==> config.mk <==
export PLATFORM = sky130hd
export DESIGN_NAME = fir_channel_scheduler
export DESIGN_NICKNAME = d
export VERILOG_FILES = /design/src/rtl/fir_channel_scheduler.sv
export SDC_FILE = /design/constraint.sdc
export NUM_CORES = 1
export LEC_CHECK = 0
export CAP_MARGIN = 20
export CELL_PAD_IN_SITES_DETAIL_PLACEMENT = 1
export CELL_PAD_IN_SITES_GLOBAL_PLACEMENT = 2
export CORE_MARGIN = 2
export CORE_UTILIZATION = 40
export CTS_CLUSTER_SIZE = 14
export DETAILED_ROUTE_END_ITERATION = 7
export PLACE_DENSITY = 0.92
export SLEW_MARGIN = 5
export SYNTH_ARGS = -nofsm -noshare
export SYNTH_HDL_FRONTEND = slang
export SYNTH_SLANG_ARGS = --single-unit
==> constraint.sdc <==
create_clock -name clk -period 3.07 [get_ports clk]
set_clock_uncertainty 0.15 [all_clocks]
set_input_delay 0.4605 -clock clk [delete_from_list [all_inputs] [get_ports clk]]
set_output_delay 0.4605 -clock clk [all_outputs]
set_load 0.01 [all_outputs]
==> src/rtl/fir_channel_scheduler.sv <==
// fir_channel_scheduler
// Time-shares one pipelined accumulator tree among CH channels. A round-robin
// arbiter issues at most one grant per cycle. A tag pipeline as deep as the
// tree carries the granted channel so that each tree result can be labelled.
// The tag is checked against the tree's own output valid, and any disagreement
// raises a sticky error flag.
module fir_channel_scheduler #(
  parameter int CH   = 4,
  parameter int TAPS = 401,
  parameter int LAT  = $clog2(TAPS)
) (
  input  logic                  clk,
  input  logic                  rst_n,
  input  logic                  en,
  input  logic [CH-1:0]         req,
  output logic [CH-1:0]         gnt,
  output logic                  tree_in_valid,
  output logic [$clog2(CH)-1:0] tree_sel,
  input  logic                  tree_out_valid,
  output logic                  res_valid,
  output logic [$clog2(CH)-1:0] res_ch,
  output logic                  busy,
  output logic                  err
);

  localparam int SW = $clog2(CH);
  localparam int IW = $clog2(LAT + 2);

  // Reject parameter sets that the arbiter and tag pipeline cannot represent.
  if (CH < 2 || CH > 16 || LAT < 1 || TAPS < 1) begin : g_param_check
    $error("fir_channel_scheduler: unsupported CH/TAPS/LAT combination");
  end

  typedef enum logic [1:0] {
    IDLE  = 2'd0,
    RUN   = 2'd1,
    DRAIN = 2'd2
  } state_t;

  state_t          state_q;
  logic [CH-1:0]   gnt_q;
  logic            tiv_q;
  logic [SW-1:0]   sel_q;
  logic [SW-1:0]   last_q;
  logic            busy_q;

  logic            go;
  logic            issue;
  logic [CH-1:0]   req_rot;
  logic [SW-1:0]   pick_off;
  logic [SW:0]     pick_sum;
  logic [SW-1:0]   pick_idx;

  logic [LAT:1]    tag_vld_q;
  logic [SW-1:0]   tag_ch_q [1:LAT];

  logic [IW-1:0]   inflight_q;
  logic [IW-1:0]   inflight_d;
  logic            err_q;

  // A grant is possible only when enabled, something is requesting, and the
  // FSM is in a granting state. A DRAIN->RUN transition costs one idle cycle.
  assign go    = en & (|req);
  assign issue = go & ((state_q == IDLE) | (state_q == RUN));

  // Round-robin pick: rotate the requests so that bit 0 is the channel just
  // after last_q. The lowest set bit of the rotated vector is then the winner.
  always_comb begin
    req_rot  = CH'({req, req} >> ({1'b0, last_q} + (SW+1)'(1)));
    pick_off = '0;
    for (int j = CH - 1; j >= 0; j--) begin
      if (req_rot[j]) pick_off = SW'(j);
    end
    pick_sum = {1'b0, last_q} + {1'b0, pick_off} + (SW+1)'(1);
    if (pick_sum >= (SW+1)'(CH)) pick_sum = pick_sum - (SW+1)'(CH);
    pick_idx = pick_sum[SW-1:0];
  end

  // In-flight count after this edge. An issue and a retire in the same cycle
  // cancel, so the count never goes beyond the tree depth plus one.
  always_comb begin
    inflight_d = inflight_q;
    if (tiv_q && !tag_vld_q[LAT])      inflight_d = inflight_q + IW'(1);
    else if (!tiv_q && tag_vld_q[LAT]) inflight_d = inflight_q - IW'(1);
  end

  // Scheduler FSM with registered grant, select, valid and busy outputs.
  always_ff @(posedge clk or negedge rst_n) begin
    if (!rst_n) begin
      state_q <= IDLE;
      gnt_q   <= '0;
      tiv_q   <= 1'b0;
      sel_q   <= '0;
      last_q  <= SW'(CH - 1);
      busy_q  <= 1'b0;
    end else begin
      gnt_q <= '0;
      tiv_q <= 1'b0;
      sel_q <= '0;
      if (issue) begin
        gnt_q  <= CH'(1) << pick_idx;
        tiv_q  <= 1'b1;
        sel_q  <= pick_idx;
        last_q <= pick_idx;
      end
      case (state_q)
        IDLE: begin
          if (go) begin
            state_q <= RUN;
            busy_q  <= 1'b1;
          end
        end
        RUN: begin
          if (!go) begin
            if (inflight_d != '0) begin
              state_q <= DRAIN;
            end else begin
              state_q <= IDLE;
              busy_q  <= 1'b0;
            end
          end
        end
        DRAIN: begin
          if (go) begin
            state_q <= RUN;
          end else if (inflight_d == '0) begin
            state_q <= IDLE;
            busy_q  <= 1'b0;
          end
        end
        default: begin
          state_q <= IDLE;
          busy_q  <= 1'b0;
        end
      endcase
    end
  end

  // Tag pipeline: stage LAT lines up with the tree output for the same issue.
  always_ff @(posedge clk or negedge rst_n) begin
    if (!rst_n) begin
      tag_vld_q <= '0;
      for (int i = 1; i <= LAT; i++) tag_ch_q[i] <= '0;
    end else begin
      tag_vld_q[1] <= tiv_q;
      tag_ch_q[1]  <= sel_q;
      for (int i = 2; i <= LAT; i++) begin
        tag_vld_q[i] <= tag_vld_q[i-1];
        tag_ch_q[i]  <= tag_ch_q[i-1];
      end
    end
  end

  // In-flight counter and the sticky tag/valid mismatch flag.
  always_ff @(posedge clk or negedge rst_n) begin
    if (!rst_n) begin
      inflight_q <= '0;
      err_q      <= 1'b0;
    end else begin
      inflight_q <= inflight_d;
      if (tree_out_valid != tag_vld_q[LAT]) err_q <= 1'b1;
    end
  end

  assign gnt           = gnt_q;
  assign tree_in_valid = tiv_q;
  assign tree_sel      = sel_q;
  assign busy          = busy_q;
  assign err           = err_q;
  assign res_valid     = tree_out_valid & tag_vld_q[LAT];
  assign res_ch        = res_valid ? tag_ch_q[LAT] : '0;

endmodule
==> results of run 1 <==
[Yosys cell counts (all sizes together), types with 3 or more instances]
cell type   n
dfrtp      42
nor2        8
nand2       7
o21ai       7
and2        5
inv         5
xnor2       5
ha          4
a21oi       3
buf         3
nand3b      3
nor2b       3
nor3        3
[worst paths after layout]
check | start | end | slack, ns | cells after the start
setup / recovery | req[0] | gnt[0] | 0.61 | 9
max in group asynchronous | rst_n | state_q[0] | 2.03 | 1
hold / removal | rst_n | tag_ch_q[2] | 0.16 | 1
hold reg to reg | tag_ch_q[7] | tag_ch_q[5] | 0.20 | 0
min in group clk | tag_ch_q[7] | tag_ch_q[5] | 0.20 | 0
setup reg to reg | last_q[1] | gnt[0] | 0.86 | 8
[cell type report]
class | count | area, sq um
Fill cell | 406 | 1980
Sequential cell | 44 | 1100
Multi-Input combinational cell | 68 | 474
Timing Repair Buffer | 19 | 185
Clock buffer | 6 | 82.6
Tap cell | 50 | 62.6
Clock inverter | 2 | 38.8
Inverter | 5 | 18.8
[critical path: stages]
cell and delay (ns):
clkdlybuf4s50_1 0.56, nor2b_1 0.21, a21oi_1 0.06, o221ai_1 0.17
o21ai_0 0.13, ha_1 0.20, xnor2_1 0.13, xnor2_1 0.38
and3_1 0.22
[cell families (layout without fill, tap and decap cells)]
family,after synthesis,in the layout,share of synthesized area
simple gates,37,37,0.131
compound gates,19,19,0.0803
flops,44,44,0.681
fa+ha+maj,4,4,0.0309
mux,2,2,0.0139
buf+inv,8,32,0.0263
xor+xnor,6,6,0.0371
[state kept, by name, summed over array words and instances, names as in the netlist, 2 cells and up]
register,count
tree_sel,2
gnt,4
last_q,2
tag_ch_q,18
state_q,2
inflight_q,4
tag_vld_q,9
[per-stage QoR]
step                total power, W  hold slack [ns]  utilization  std cells
floorplan                  0.00126           0.0149            -        120
CTS                        0.00193            0.194        0.499        194
detailed placement         0.00148            0.186        0.468        186
global placement           0.00142            0.182        0.468        186
global route               0.00204            0.206        0.499        194
finish                     0.00190            0.164        0.499        194
[power by group through the flow]
stage          logic (W)  registers (W)  clock network (W)
5_1_grt         0.000587       0.000967           0.000489
6_report        0.000522       0.000935           0.000446
2_1_floorplan   0.000351       0.000906                  0
4_1_cts         0.000531       0.000941           0.000461
3_3_place_gp    0.000494       0.000931                  0
3_5_place_dp    0.000526       0.000949                  0
[per-layer routing]
metal / routed length (um) / GRT usage
met1: 1270 / 0.184
met3: 161 / 0.0500
met2: 1360 / 0.235
met4: 0 / 0.0459
met5: 0 / 0
==> impl_metrics.prom, run 1 <==
# TYPE chip_impl_metric gauge
chip_impl_info{name="run_status",value="finished, final reports clean"} 1
chip_impl_metric{name="worst_skew_pair.late_latency",unit="ns"} 0.28
chip_impl_metric{name="die_w",unit="um"} 67.6
chip_impl_metric{name="max-cap-violations",unit=""} 0
chip_impl_metric{name="clock_sinks",unit=""} 44
chip_impl_metric{name="synthesis.area",unit="sq um"} 1620
chip_impl_metric{name="ys_seq_area_frac",unit=""} 0.681
chip_impl_metric{name="post_synth_inst_count",unit=""} 120
chip_impl_metric{name="finish.net_count",unit=""} 155
chip_impl_metric{name="initial_core_util",unit=""} 0.411
chip_impl_metric{name="p_leak",unit="nW"} 0.876
chip_impl_metric{name="synthesis.yosys.warnings",unit=""} 0
chip_impl_metric{name="worstPathRequired",unit="ns"} 3.14
chip_impl_info{name="timing.setup.critical_path_class",value="input port to flip-flop"} 1
chip_impl_info{name="cts.root.buffer_cell",value="clkbuf_8"} 1
chip_impl_metric{name="wire_per_inst",unit="um"} 14.4
chip_impl_metric{name="layout-drive-gt1-share",unit=""} 0.118
chip_impl_metric{name="drc_marker_count_from_the_first_detailed_route_iteration",unit=""} 39
chip_impl_info{name="tritoncts_clock_tree",value="yes"} 1
chip_impl_metric{name="drt-vias-per-instance",unit=""} 5.04
chip_impl_metric{name="grt_antenna_before_repair",unit=""} 0
chip_impl_metric{name="number_of_standard_cell_rows_in_the_floorplan",unit=""} 23
chip_impl_metric{name="number_of_endpoints_with_negative_hold_slack_in_the_final_report",unit=""} 0
chip_impl_metric{name="drt_pass1_iterations",unit=""} 4
chip_impl_metric{name="first_global_vias",unit=""} 1072
chip_impl_metric{name="chipHeight",unit="um"} 67.6
chip_impl_metric{name="power.share.clock",unit=""} 0.234
chip_impl_info{name="min_delay_path_class",value="input port to async pin"} 1
chip_impl_info{name="crit_path_start_kind",value="input port"} 1
chip_impl_info{name="grt_setup_unrepaired",value="false"} 1
chip_impl_metric{name="relSlewSlack",unit=""} 0.383
chip_impl_metric{name="synth-async-reset-ratio",unit=""} 1.00
chip_impl_metric{name="p_int",unit="W"} 0.00132
chip_impl_metric{name="setup_total_negative_slack",unit="ns"} 0
chip_impl_metric{name="power_density",unit="nW/um^2"} 968
chip_impl_info{name="mostFrequentLayoutCells",value="42 x dfrtp_1, 18 x clkdlybuf4s50_1, 8 x nor2_1, 7 x nand2_1, 7 x o21ai_0"} 1
chip_impl_metric{name="core_region_area",unit="sq um"} 3940
chip_impl_metric{name="finalInstanceArea",unit="sq um"} 1970
chip_impl_metric{name="final.period_utilization",unit=""} 0.801
chip_impl_info{name="synth_top_cell_by_area",value="dfrtp_1"} 1
chip_impl_metric{name="globalRouteOverflowTotal",unit=""} 0
chip_impl_metric{name="finalCriticalPeriod",unit="ns"} 2.46
chip_impl_metric{name="post_cts.resized_instances",unit=""} 0
chip_impl_metric{name="transition_time_at_the_pin_with_the_least_slew_margin",unit="ns"} 0.925
chip_impl_metric{name="syn_to_final_growth",unit="%"} 21.3
chip_impl_metric{name="seqPwrFrac",unit=""} 0.492
chip_impl_metric{name="drt-total-wl",unit="um"} 2790
chip_impl_metric{name="synth-seq-cells",unit=""} 44
chip_impl_metric{name="dr_total_vias",unit=""} 978
chip_impl_metric{name="switchingPower",unit="W"} 0.000580
chip_impl_metric{name="ir_drop",unit="V"} 0.000553
chip_impl_metric{name="mappedNetlistNets",unit=""} 132
chip_impl_metric{name="cts.reportedPaths.clkPinSlew",unit="ns"} 0.08
chip_impl_metric{name="maxClockFrequency",unit="MHz"} 406
chip_impl_info{name="timing.critical_path.to_type",value="flip-flop"} 1
chip_impl_metric{name="yosys.cell_types.count",unit=""} 35
chip_impl_metric{name="groute.usage.overall",unit=""} 0.146
chip_impl_metric{name="placed_cell_area",unit="sq um"} 1840
chip_impl_metric{name="netlist.area_leader.share",unit=""} 0.649
chip_impl_metric{name="cts-buffers-inserted",unit=""} 5
chip_impl_metric{name="p_comb_frac",unit=""} 0.274
chip_impl_metric{name="global_placement_routability_congestion",unit=""} 0.710
chip_impl_metric{name="grt_max_degree",unit=""} 45
chip_impl_metric{name="syn_avg_cell_area",unit="sq um"} 13.5
chip_impl_metric{name="clock_tree.buffer_depth",unit=""} 2
chip_impl_info{name="ys.flop_type",value="dfrtp_1"} 1
chip_impl_metric{name="final_antenna_net_count",unit=""} 0
chip_impl_metric{name="grt_first_pass_wirelength",unit="um"} 4860
chip_impl_metric{name="cts-htree-levels",unit=""} 2
chip_impl_metric{name="finalMaxSlewViolations",unit=""} 0
chip_impl_metric{name="drc",unit=""} 0
chip_impl_metric{name="num_antenna_cells",unit=""} 0
chip_impl_metric{name="boundaryPins",unit=""} 20
chip_impl_metric{name="die_area",unit="sq um"} 4580
chip_impl_metric{name="synth_edf_count",unit=""} 0
chip_impl_metric{name="postCtsSetupRepairBufs",unit=""} 0
chip_impl_metric{name="io_buffer_count",unit=""} 19
chip_impl_metric{name="critPathMaxFanout",unit=""} 7
chip_impl_info{name="layout.cells.most_common",value="dfrtp_1"} 1
chip_impl_metric{name="final_critical_path_setup_slack",unit="ns"} 0.610
chip_impl_info{name="ys_top_cells_by_area",value="dfrtp_1 65%, dfstp_2 3.2%, ha_1 3.1%, o21ai_0 2.2%, xnor2_1 2.2%"} 1
chip_impl_metric{name="worstPathArrival",unit="ns"} 2.53
chip_impl_metric{name="power.switching_fraction",unit=""} 0.305
chip_impl_metric{name="dp_slack",unit="ns"} 0.335
chip_impl_metric{name="number_of_buffers_inserted_for_hold_repair_after_clock_tree_synthesis",unit=""} 0
chip_impl_metric{name="number_of_setup_violations_in_the_final_report",unit=""} 0
Power figures use the tool's default switching activity.
==> run 2, diff against run 1 <==
--- a/config.mk
+++ b/config.mk
@@ -9,10 +9,10 @@
 export CELL_PAD_IN_SITES_DETAIL_PLACEMENT = 1
 export CELL_PAD_IN_SITES_GLOBAL_PLACEMENT = 2
 export CORE_MARGIN = 2
-export CORE_UTILIZATION = 40
+export CORE_UTILIZATION = 33
 export CTS_CLUSTER_SIZE = 14
 export DETAILED_ROUTE_END_ITERATION = 7
-export PLACE_DENSITY = 0.92
+export PLACE_DENSITY = 0.82
 export SLEW_MARGIN = 5
 export SYNTH_ARGS = -nofsm -noshare
 export SYNTH_HDL_FRONTEND = slang
==> constraint.sdc (replaced) <==
create_clock -name clk -period 2.05 [get_ports clk]
set_clock_uncertainty 0.15 [all_clocks]
set_input_delay 0.3075 -clock clk [delete_from_list [all_inputs] [get_ports clk]]
set_output_delay 0.3075 -clock clk [all_outputs]
set_load 0.01 [all_outputs]
==> run 2 against run 1 <==
Net effect:
- clock-buffer cell count rose by 2
- critical path depth fell by 1
- hold slack improved by 0.031 ns
- die area increased by 20%
- register-to-register slack worse by 0.79 ns
==> impl_metrics.prom, run 2 (synthesized netlist as in run 1, its figures left out) <==
# TYPE chip_impl_metric gauge
chip_impl_info{name="run_status",value="finished, final reports clean"} 1
chip_impl_metric{name="final_antenna_net_count",unit=""} 0
chip_impl_metric{name="transition_time_at_the_pin_with_the_least_slew_margin",unit="ns"} 0.376
chip_impl_metric{name="number_of_endpoints_with_negative_hold_slack_in_the_final_report",unit=""} 0
chip_impl_metric{name="io_buffer_count",unit=""} 19
chip_impl_info{name="crit_path_start_kind",value="flip-flop"} 1
chip_impl_info{name="largest_register",value="tag_ch_q"} 1
chip_impl_metric{name="hpwlAfterDp",unit="um"} 2160
chip_impl_metric{name="drc",unit=""} 0
chip_impl_metric{name="drc_marker_count_from_the_first_detailed_route_iteration",unit=""} 22
chip_impl_metric{name="number_of_setup_violations_in_the_final_report",unit=""} 0
chip_impl_metric{name="wire_per_inst",unit="um"} 13.6
chip_impl_metric{name="chipHeight",unit="um"} 74.1
chip_impl_info{name="layout.cells.most_common",value="dfrtp_1"} 1
chip_impl_metric{name="maxClockFrequency",unit="MHz"} 505
chip_impl_metric{name="max-cap-violations",unit=""} 0
chip_impl_metric{name="drt-vias-per-instance",unit=""} 4.50
chip_impl_metric{name="critPathMaxStageDelay",unit="ns"} 0.60
chip_impl_metric{name="worst_skew_pair.late_latency",unit="ns"} 0.28
chip_impl_metric{name="global_placement_routability_congestion",unit=""} 0.793
chip_impl_metric{name="cp_num_cells",unit=""} 8
chip_impl_metric{name="multi_input_comb_area",unit="sq um"} 547
chip_impl_metric{name="p_leak",unit="nW"} 0.994
chip_impl_metric{name="layout-drive-gt1-share",unit=""} 0.252
chip_impl_metric{name="placed_cell_area",unit="sq um"} 2000
chip_impl_metric{name="grt_first_pass_wirelength",unit="um"} 5210
chip_impl_metric{name="first_global_vias",unit=""} 1121
chip_impl_info{name="min_delay_path_class",value="flip-flop to flip-flop"} 1
chip_impl_metric{name="grt_max_degree",unit=""} 40
chip_impl_metric{name="rr_worst_depth",unit=""} 8
chip_impl_metric{name="final_core_util",unit=""} 0.457
chip_impl_info{name="largestRegisters",value="tag_ch_q x18, tag_vld_q x9"} 1
chip_impl_metric{name="relSlewSlack",unit=""} 0.749
chip_impl_metric{name="die_w",unit="um"} 74.1
chip_impl_metric{name="grt_antenna_before_repair",unit=""} 0
chip_impl_metric{name="cts.reportedPaths.clkPinSlew",unit="ns"} 0.08
chip_impl_metric{name="largest_register_ff_count",unit=""} 18
chip_impl_info{name="timing.critical_path.cells",value="nand2_2 > a21oi_2 > o221ai_2 > o21ai_1 > ha_2 > xnor2_2 > xnor2_2 > and3_1"} 1
chip_impl_info{name="tritoncts_clock_tree",value="yes"} 1
chip_impl_metric{name="min_path_cells",unit=""} 0
chip_impl_metric{name="final.period_utilization",unit=""} 0.966
chip_impl_metric{name="groute.usage.overall",unit=""} 0.128
chip_impl_metric{name="number_of_standard_cell_rows_in_the_floorplan",unit=""} 25
chip_impl_metric{name="finalInstanceArea",unit="sq um"} 2160
chip_impl_metric{name="finalCriticalPeriod",unit="ns"} 1.98
chip_impl_metric{name="boundaryPins",unit=""} 20
chip_impl_metric{name="nFillCells",unit=""} 489
chip_impl_metric{name="finalPower",unit="W"} 0.00293
chip_impl_metric{name="worstPathArrival",unit="ns"} 2.05
chip_impl_info{name="timing.setup.critical_path_class",value="flip-flop to flip-flop"} 1
chip_impl_metric{name="worstPathBufferInverterCount",unit=""} 0
chip_impl_metric{name="layout.area.seq",unit="sq um"} 1100
chip_impl_info{name="cp_slowest_cell",value="dfstp_2"} 1
chip_impl_metric{name="die_area",unit="sq um"} 5490
chip_impl_info{name="critical_path.top_delay_family",value="flip-flops"} 1
chip_impl_info{name="grt_setup_unrepaired",value="true"} 1
chip_impl_metric{name="power_density",unit="nW/um^2"} 1360
chip_impl_metric{name="clock_sinks",unit=""} 44
chip_impl_metric{name="core_region_area",unit="sq um"} 4720
chip_impl_info{name="mostFrequentLayoutCells",value="42 x dfrtp_1, 13 x clkdlybuf4s50_1, 12 x buf_4, 8 x nor2_1, 6 x clkbuf_8"} 1
chip_impl_metric{name="syn_to_final_growth",unit="%"} 33.4
chip_impl_info{name="cts.root.buffer_cell",value="clkbuf_8"} 1
chip_impl_info{name="timing.critical_path.to_type",value="flip-flop"} 1
chip_impl_metric{name="cts-htree-levels",unit=""} 2
chip_impl_metric{name="drt_pass1_iterations",unit=""} 2
chip_impl_metric{name="critPathMaxFanout",unit=""} 6
chip_impl_metric{name="num_antenna_cells",unit=""} 0
chip_impl_metric{name="cts-buffers-inserted",unit=""} 5
chip_impl_info{name="crit_top_cell",value="xnor2_2"} 1
chip_impl_metric{name="dr_total_vias",unit=""} 1017
chip_impl_metric{name="drt-total-wl",unit="um"} 3070
chip_impl_metric{name="clock_tree.buffer_depth",unit=""} 2
chip_impl_metric{name="postCtsSetupRepairBufs",unit=""} 0
chip_impl_metric{name="initial_core_util",unit=""} 0.343
chip_impl_metric{name="finalMaxSlewViolations",unit=""} 0
chip_impl_metric{name="worstPathRequired",unit="ns"} 2.12
chip_impl_metric{name="globalRouteOverflowTotal",unit=""} 0
chip_impl_metric{name="finish.net_count",unit=""} 170
chip_impl_metric{name="ir_drop",unit="V"} 0.000697
-- run 2: cell type report --
type                       count  share of cell area
multi-input combinational     68               0.253
clock buffer                   8              0.0417
sequential                    44               0.511
inverter                       5             0.00869
timing repair buffer          34               0.147
tap                           67              0.0388
-- run 2: repair_timing --
item | 4_1_cts | 5_1_grt
resized for setup | 10 | 12
hold buffers | 1 | 0
hold endpoints to repair | 42 | 0
setup endpoints to repair | 9 | 10
pin swaps | 3 | 8
-- run 2: power by group --
| part | internal [W] | switching (W) |
|---|---|---|
| clock network | 0.000275 | 0.000261 |
| logic | 0.000524 | 0.000526 |
| registers | 0.00120 | 0.000142 |
-- run 2: final timing paths --
path / startpoint / to / slack, ns
worst max-delay path: last_q[1] / gnt[0] / 0.07
worst max register to register: last_q[1] / gnt[0] / 0.07
min in group asynchronous: rst_n / err / 0.26
max in group asynchronous: rst_n / last_q[1] / 1.00
worst min-delay path: tag_ch_q[11] / tag_ch_q[9] / 0.19
worst min register to register: tag_ch_q[11] / tag_ch_q[9] / 0.19
-- run 2: per-layer routing --
| layer | GRT usage | vias up | routed length (um) |
|---|---|---|---|
| li1 | - | 486 | - |
| met1 | 0.160 | 508 | 1400 |
| met2 | 0.214 | 19 | 1540 |
| met3 | 0.0366 | 4 | 98 |
| met4 | 0.0424 | 0 | 29 |
| met5 | 0 | - | 0 |
-- run 2: through the flow --
stage,cells,worst slack [ns],hold slack (ns),setup TNS (ns)
4_1_cts,226,-0.0292,0.203,-0.0292
6_report,226,0.0693,0.195,0
3_5_place_dp,217,-0.471,-0.000239,-3.10
5_1_grt,226,-0.0423,0.208,-0.0558
2_1_floorplan,120,-0.00279,-0.138,-0.00279
3_3_place_gp,217,-0.345,-0.00878,-2.16
==> run 3, diff against run 2 <==
--- a/config.mk
+++ b/config.mk
@@ -8,7 +8,7 @@
 export CAP_MARGIN = 20
 export CELL_PAD_IN_SITES_DETAIL_PLACEMENT = 1
 export CELL_PAD_IN_SITES_GLOBAL_PLACEMENT = 2
-export CORE_MARGIN = 2
+export CORE_MARGIN = 1
 export CORE_UTILIZATION = 33
 export CTS_CLUSTER_SIZE = 14
 export DETAILED_ROUTE_END_ITERATION = 7
==> run 3 against run 2 <==
Net effect:
- critical path depth did not move
- combinational power rose by 8%
- hold slack improved by 0.0094 ns
- wire length rose by 2.8%
==> impl_metrics.prom, run 3 (synthesized netlist as in run 1, its figures left out) <==
# TYPE chip_impl_metric gauge
chip_impl_info{name="run_status",value="finished, final reports clean"} 1
chip_impl_info{name="largest_register",value="tag_ch_q"} 1
chip_impl_metric{name="wire_per_inst",unit="um"} 13.7
chip_impl_metric{name="grt_antenna_before_repair",unit=""} 0
chip_impl_metric{name="hpwlAfterDp",unit="um"} 2250
chip_impl_metric{name="post-place-cells",unit=""} 219
chip_impl_metric{name="cts-buffers-inserted",unit=""} 5
chip_impl_metric{name="finalCriticalPeriod",unit="ns"} 1.98
chip_impl_metric{name="use_met2",unit=""} 0.233
chip_impl_info{name="timing.critical_path.to_type",value="flip-flop"} 1
chip_impl_info{name="layout.cells.most_common",value="dfrtp_1"} 1
chip_impl_metric{name="io_buffer_count",unit=""} 19
chip_impl_metric{name="number_of_setup_violations_in_the_final_report",unit=""} 0
chip_impl_metric{name="maxClockFrequency",unit="MHz"} 504
chip_impl_metric{name="layout.cells.non_filler",unit=""} 230
chip_impl_metric{name="drc_marker_count_from_the_first_detailed_route_iteration",unit=""} 34
chip_impl_metric{name="initial_core_util",unit=""} 0.343
chip_impl_metric{name="drt-vias-per-instance",unit=""} 4.65
chip_impl_metric{name="groute.usage.overall",unit=""} 0.141
chip_impl_metric{name="final.period_utilization",unit=""} 0.968
chip_impl_metric{name="p_leak",unit="nW"} 1.01
chip_impl_metric{name="finish.net_count",unit=""} 174
chip_impl_metric{name="layout-drive-gt1-share",unit=""} 0.282
chip_impl_metric{name="worstPathRequired",unit="ns"} 2.13
chip_impl_metric{name="global_placement_routability_congestion",unit=""} 0.796
chip_impl_metric{name="dr_total_vias",unit=""} 1069
chip_impl_metric{name="finalInstanceArea",unit="sq um"} 2200
chip_impl_metric{name="power.switching_fraction",unit=""} 0.313
chip_impl_metric{name="clock_sinks",unit=""} 44
chip_impl_metric{name="die_area",unit="sq um"} 5190
chip_impl_info{name="grt_setup_unrepaired",value="true"} 1
chip_impl_metric{name="final_core_util",unit=""} 0.466
chip_impl_metric{name="seqPwrFrac",unit=""} 0.432
chip_impl_metric{name="core_region_area",unit="sq um"} 4720
chip_impl_metric{name="reg2reg_slack",unit="ns"} 0.07
chip_impl_metric{name="worstPathArrival",unit="ns"} 2.06
chip_impl_info{name="crit_path_start_kind",value="flip-flop"} 1
chip_impl_metric{name="num_antenna_cells",unit=""} 0
chip_impl_metric{name="max-cap-violations",unit=""} 0
chip_impl_metric{name="number_of_standard_cell_rows_in_the_floorplan",unit=""} 25
chip_impl_metric{name="worst_hold_slack",unit="ns"} 0.204
chip_impl_info{name="tritoncts_clock_tree",value="yes"} 1
chip_impl_metric{name="grt_max_degree",unit=""} 45
chip_impl_metric{name="cts.reportedPaths.clkPinSlew",unit="ns"} 0.08
chip_impl_metric{name="switchingPower",unit="W"} 0.000974
chip_impl_metric{name="number_of_endpoints_with_negative_hold_slack_in_the_final_report",unit=""} 0
chip_impl_metric{name="transition_time_at_the_pin_with_the_least_slew_margin",unit="ns"} 0.533
chip_impl_metric{name="rr_worst_depth",unit=""} 8
chip_impl_info{name="mostFrequentLayoutCells",value="42 x dfrtp_1, 17 x buf_4, 13 x clkdlybuf4s50_1, 8 x nor2_1, 7 x nand2_1"} 1
chip_impl_metric{name="critPathMaxFanout",unit=""} 6
chip_impl_metric{name="drt-total-wl",unit="um"} 3160
chip_impl_metric{name="drc",unit=""} 0
chip_impl_metric{name="final_antenna_net_count",unit=""} 0
chip_impl_metric{name="p_comb_frac",unit=""} 0.364
chip_impl_info{name="timing.setup.critical_path_class",value="flip-flop to flip-flop"} 1
chip_impl_metric{name="die_w",unit="um"} 72.1
chip_impl_metric{name="power.share.clock",unit=""} 0.205
chip_impl_metric{name="syn_to_final_growth",unit="%"} 35.8
chip_impl_metric{name="largest_register_ff_count",unit=""} 18
chip_impl_metric{name="worst_skew_pair.late_latency",unit="ns"} 0.29
chip_impl_metric{name="min_path_cells",unit=""} 0
chip_impl_info{name="largestRegisters",value="tag_ch_q x18, tag_vld_q x9"} 1
chip_impl_metric{name="finalMaxSlewViolations",unit=""} 0
chip_impl_metric{name="grt_first_pass_wirelength",unit="um"} 5410
chip_impl_metric{name="ir_drop",unit="V"} 0.000631
chip_impl_info{name="cts.root.buffer_cell",value="clkbuf_8"} 1
chip_impl_metric{name="power_density",unit="nW/um^2"} 1420
chip_impl_info{name="worst_hold_path.endpoint",value="tag_ch_q[6]"} 1
chip_impl_metric{name="drt_pass1_iterations",unit=""} 2
chip_impl_metric{name="gr-usage-met3",unit=""} 0.0375
chip_impl_metric{name="chipHeight",unit="um"} 72.1
chip_impl_info{name="terminus_of_the_critical_flop_to_flop_path",value="gnt[0]"} 1
chip_impl_metric{name="grtUsageMet1",unit=""} 0.172
chip_impl_metric{name="placed_cell_area",unit="sq um"} 2000
chip_impl_info{name="worst_r2r_startpoint",value="last_q[1]"} 1
chip_impl_info{name="min_delay_path_class",value="flip-flop to flip-flop"} 1
chip_impl_metric{name="cts-htree-levels",unit=""} 2
chip_impl_metric{name="boundaryPins",unit=""} 20
chip_impl_metric{name="clock_tree.buffer_depth",unit=""} 2
chip_impl_info{name="globalRoute.busiestLayer",value="met2"} 1
chip_impl_info{name="hold_start",value="tag_ch_q[8]"} 1
chip_impl_metric{name="first_global_vias",unit=""} 1158
chip_impl_metric{name="relSlewSlack",unit=""} 0.645
chip_impl_metric{name="p_int",unit="W"} 0.00214
chip_impl_metric{name="globalRouteOverflowTotal",unit=""} 0
run 3: cell types whose count changed in the layout (fill, tap and decap cells not counted), moves of 2 or more:
cell | previous run | this run
nand2_2 | 2 | 0
clkbuf_1 | 2 | 0
nand2_1 | 5 | 7
ha_1 | 3 | 1
buf_4 | 12 | 17
run 3: worst max-delay path by stage:
stage,cells past startpoint,from,slack [ns],end
CTS,8,last_q[1],0.00004,gnt[0]
detailed placement,9,req[0],-0.47,gnt[0]
floorplan,6,tree_in_valid,-0.003,busy
global placement,9,req[0],-0.35,gnt[0]
global route,8,last_q[1],-0.004,gnt[0]
finish,8,last_q[1],0.07,gnt[0]
run 3: power by group through the flow:
stage	registers, W	clock network [W]	logic (W)
floorplan	0.00136	0	0.000554
global route	0.00140	0.000709	0.00123
finish	0.00134	0.000638	0.00113
detailed placement	0.00137	0	0.000982
global placement	0.00134	0	0.000930
CTS	0.00135	0.000659	0.00107
run 3: area by class of cell:
| cell class | count | area (sq um) |
|---|---|---|
| multi-input cells | 68 | 551 |
| fillers | 485 | 2520 |
| clock inverters | 3 | 42.5 |
| clock buffers | 5 | 68.8 |
| repair buffers | 38 | 332 |
| well taps | 67 | 83.8 |
| flip-flops and latches | 44 | 1100 |
| inverters | 5 | 18.8 |
run 3: repair_timing:
action                                  4_1_cts  5_1_grt
hold buffers                                  1        0
setup buffers                                 1        1
pin swaps                                     3        6
hold endpoints to repair                     42        0
resized for setup                            13        8
endpoints found under the setup margin        8        9
run 3: routing by layer:
| metal | vias up | wire length [um] |
|---|---|---|
| met3 | 5 | 105 |
| met4 | 0 | 38 |
| met2 | 19 | 1670 |
| met1 | 553 | 1350 |
| met5 | - | 0 |
| li1 | 492 | - |
run 3: critical path, stage by stage (launching register included):
cell and delay [ns]:
dfstp_2 0.59, nand2_1 0.10, a2bb2oi_2 0.12, o21ai_0 0.08
o21ai_1 0.14, ha_2 0.20, xnor2_2 0.07, xnor2_2 0.26
and3_1 0.21
run 3: stage by stage:
| stage | setup slack [ns] | power (W) | TNS (ns) |
|---|---|---|---|
| CTS | 0.0000373 | 0.00308 | 0 |
| finish | 0.0656 | 0.00312 | 0 |
| global placement | -0.351 | 0.00227 | -2.21 |
| floorplan | -0.00279 | 0.00191 | -0.00279 |
| detailed placement | -0.473 | 0.00235 | -3.09 |
| global route | -0.00398 | 0.00334 | -0.00398 |
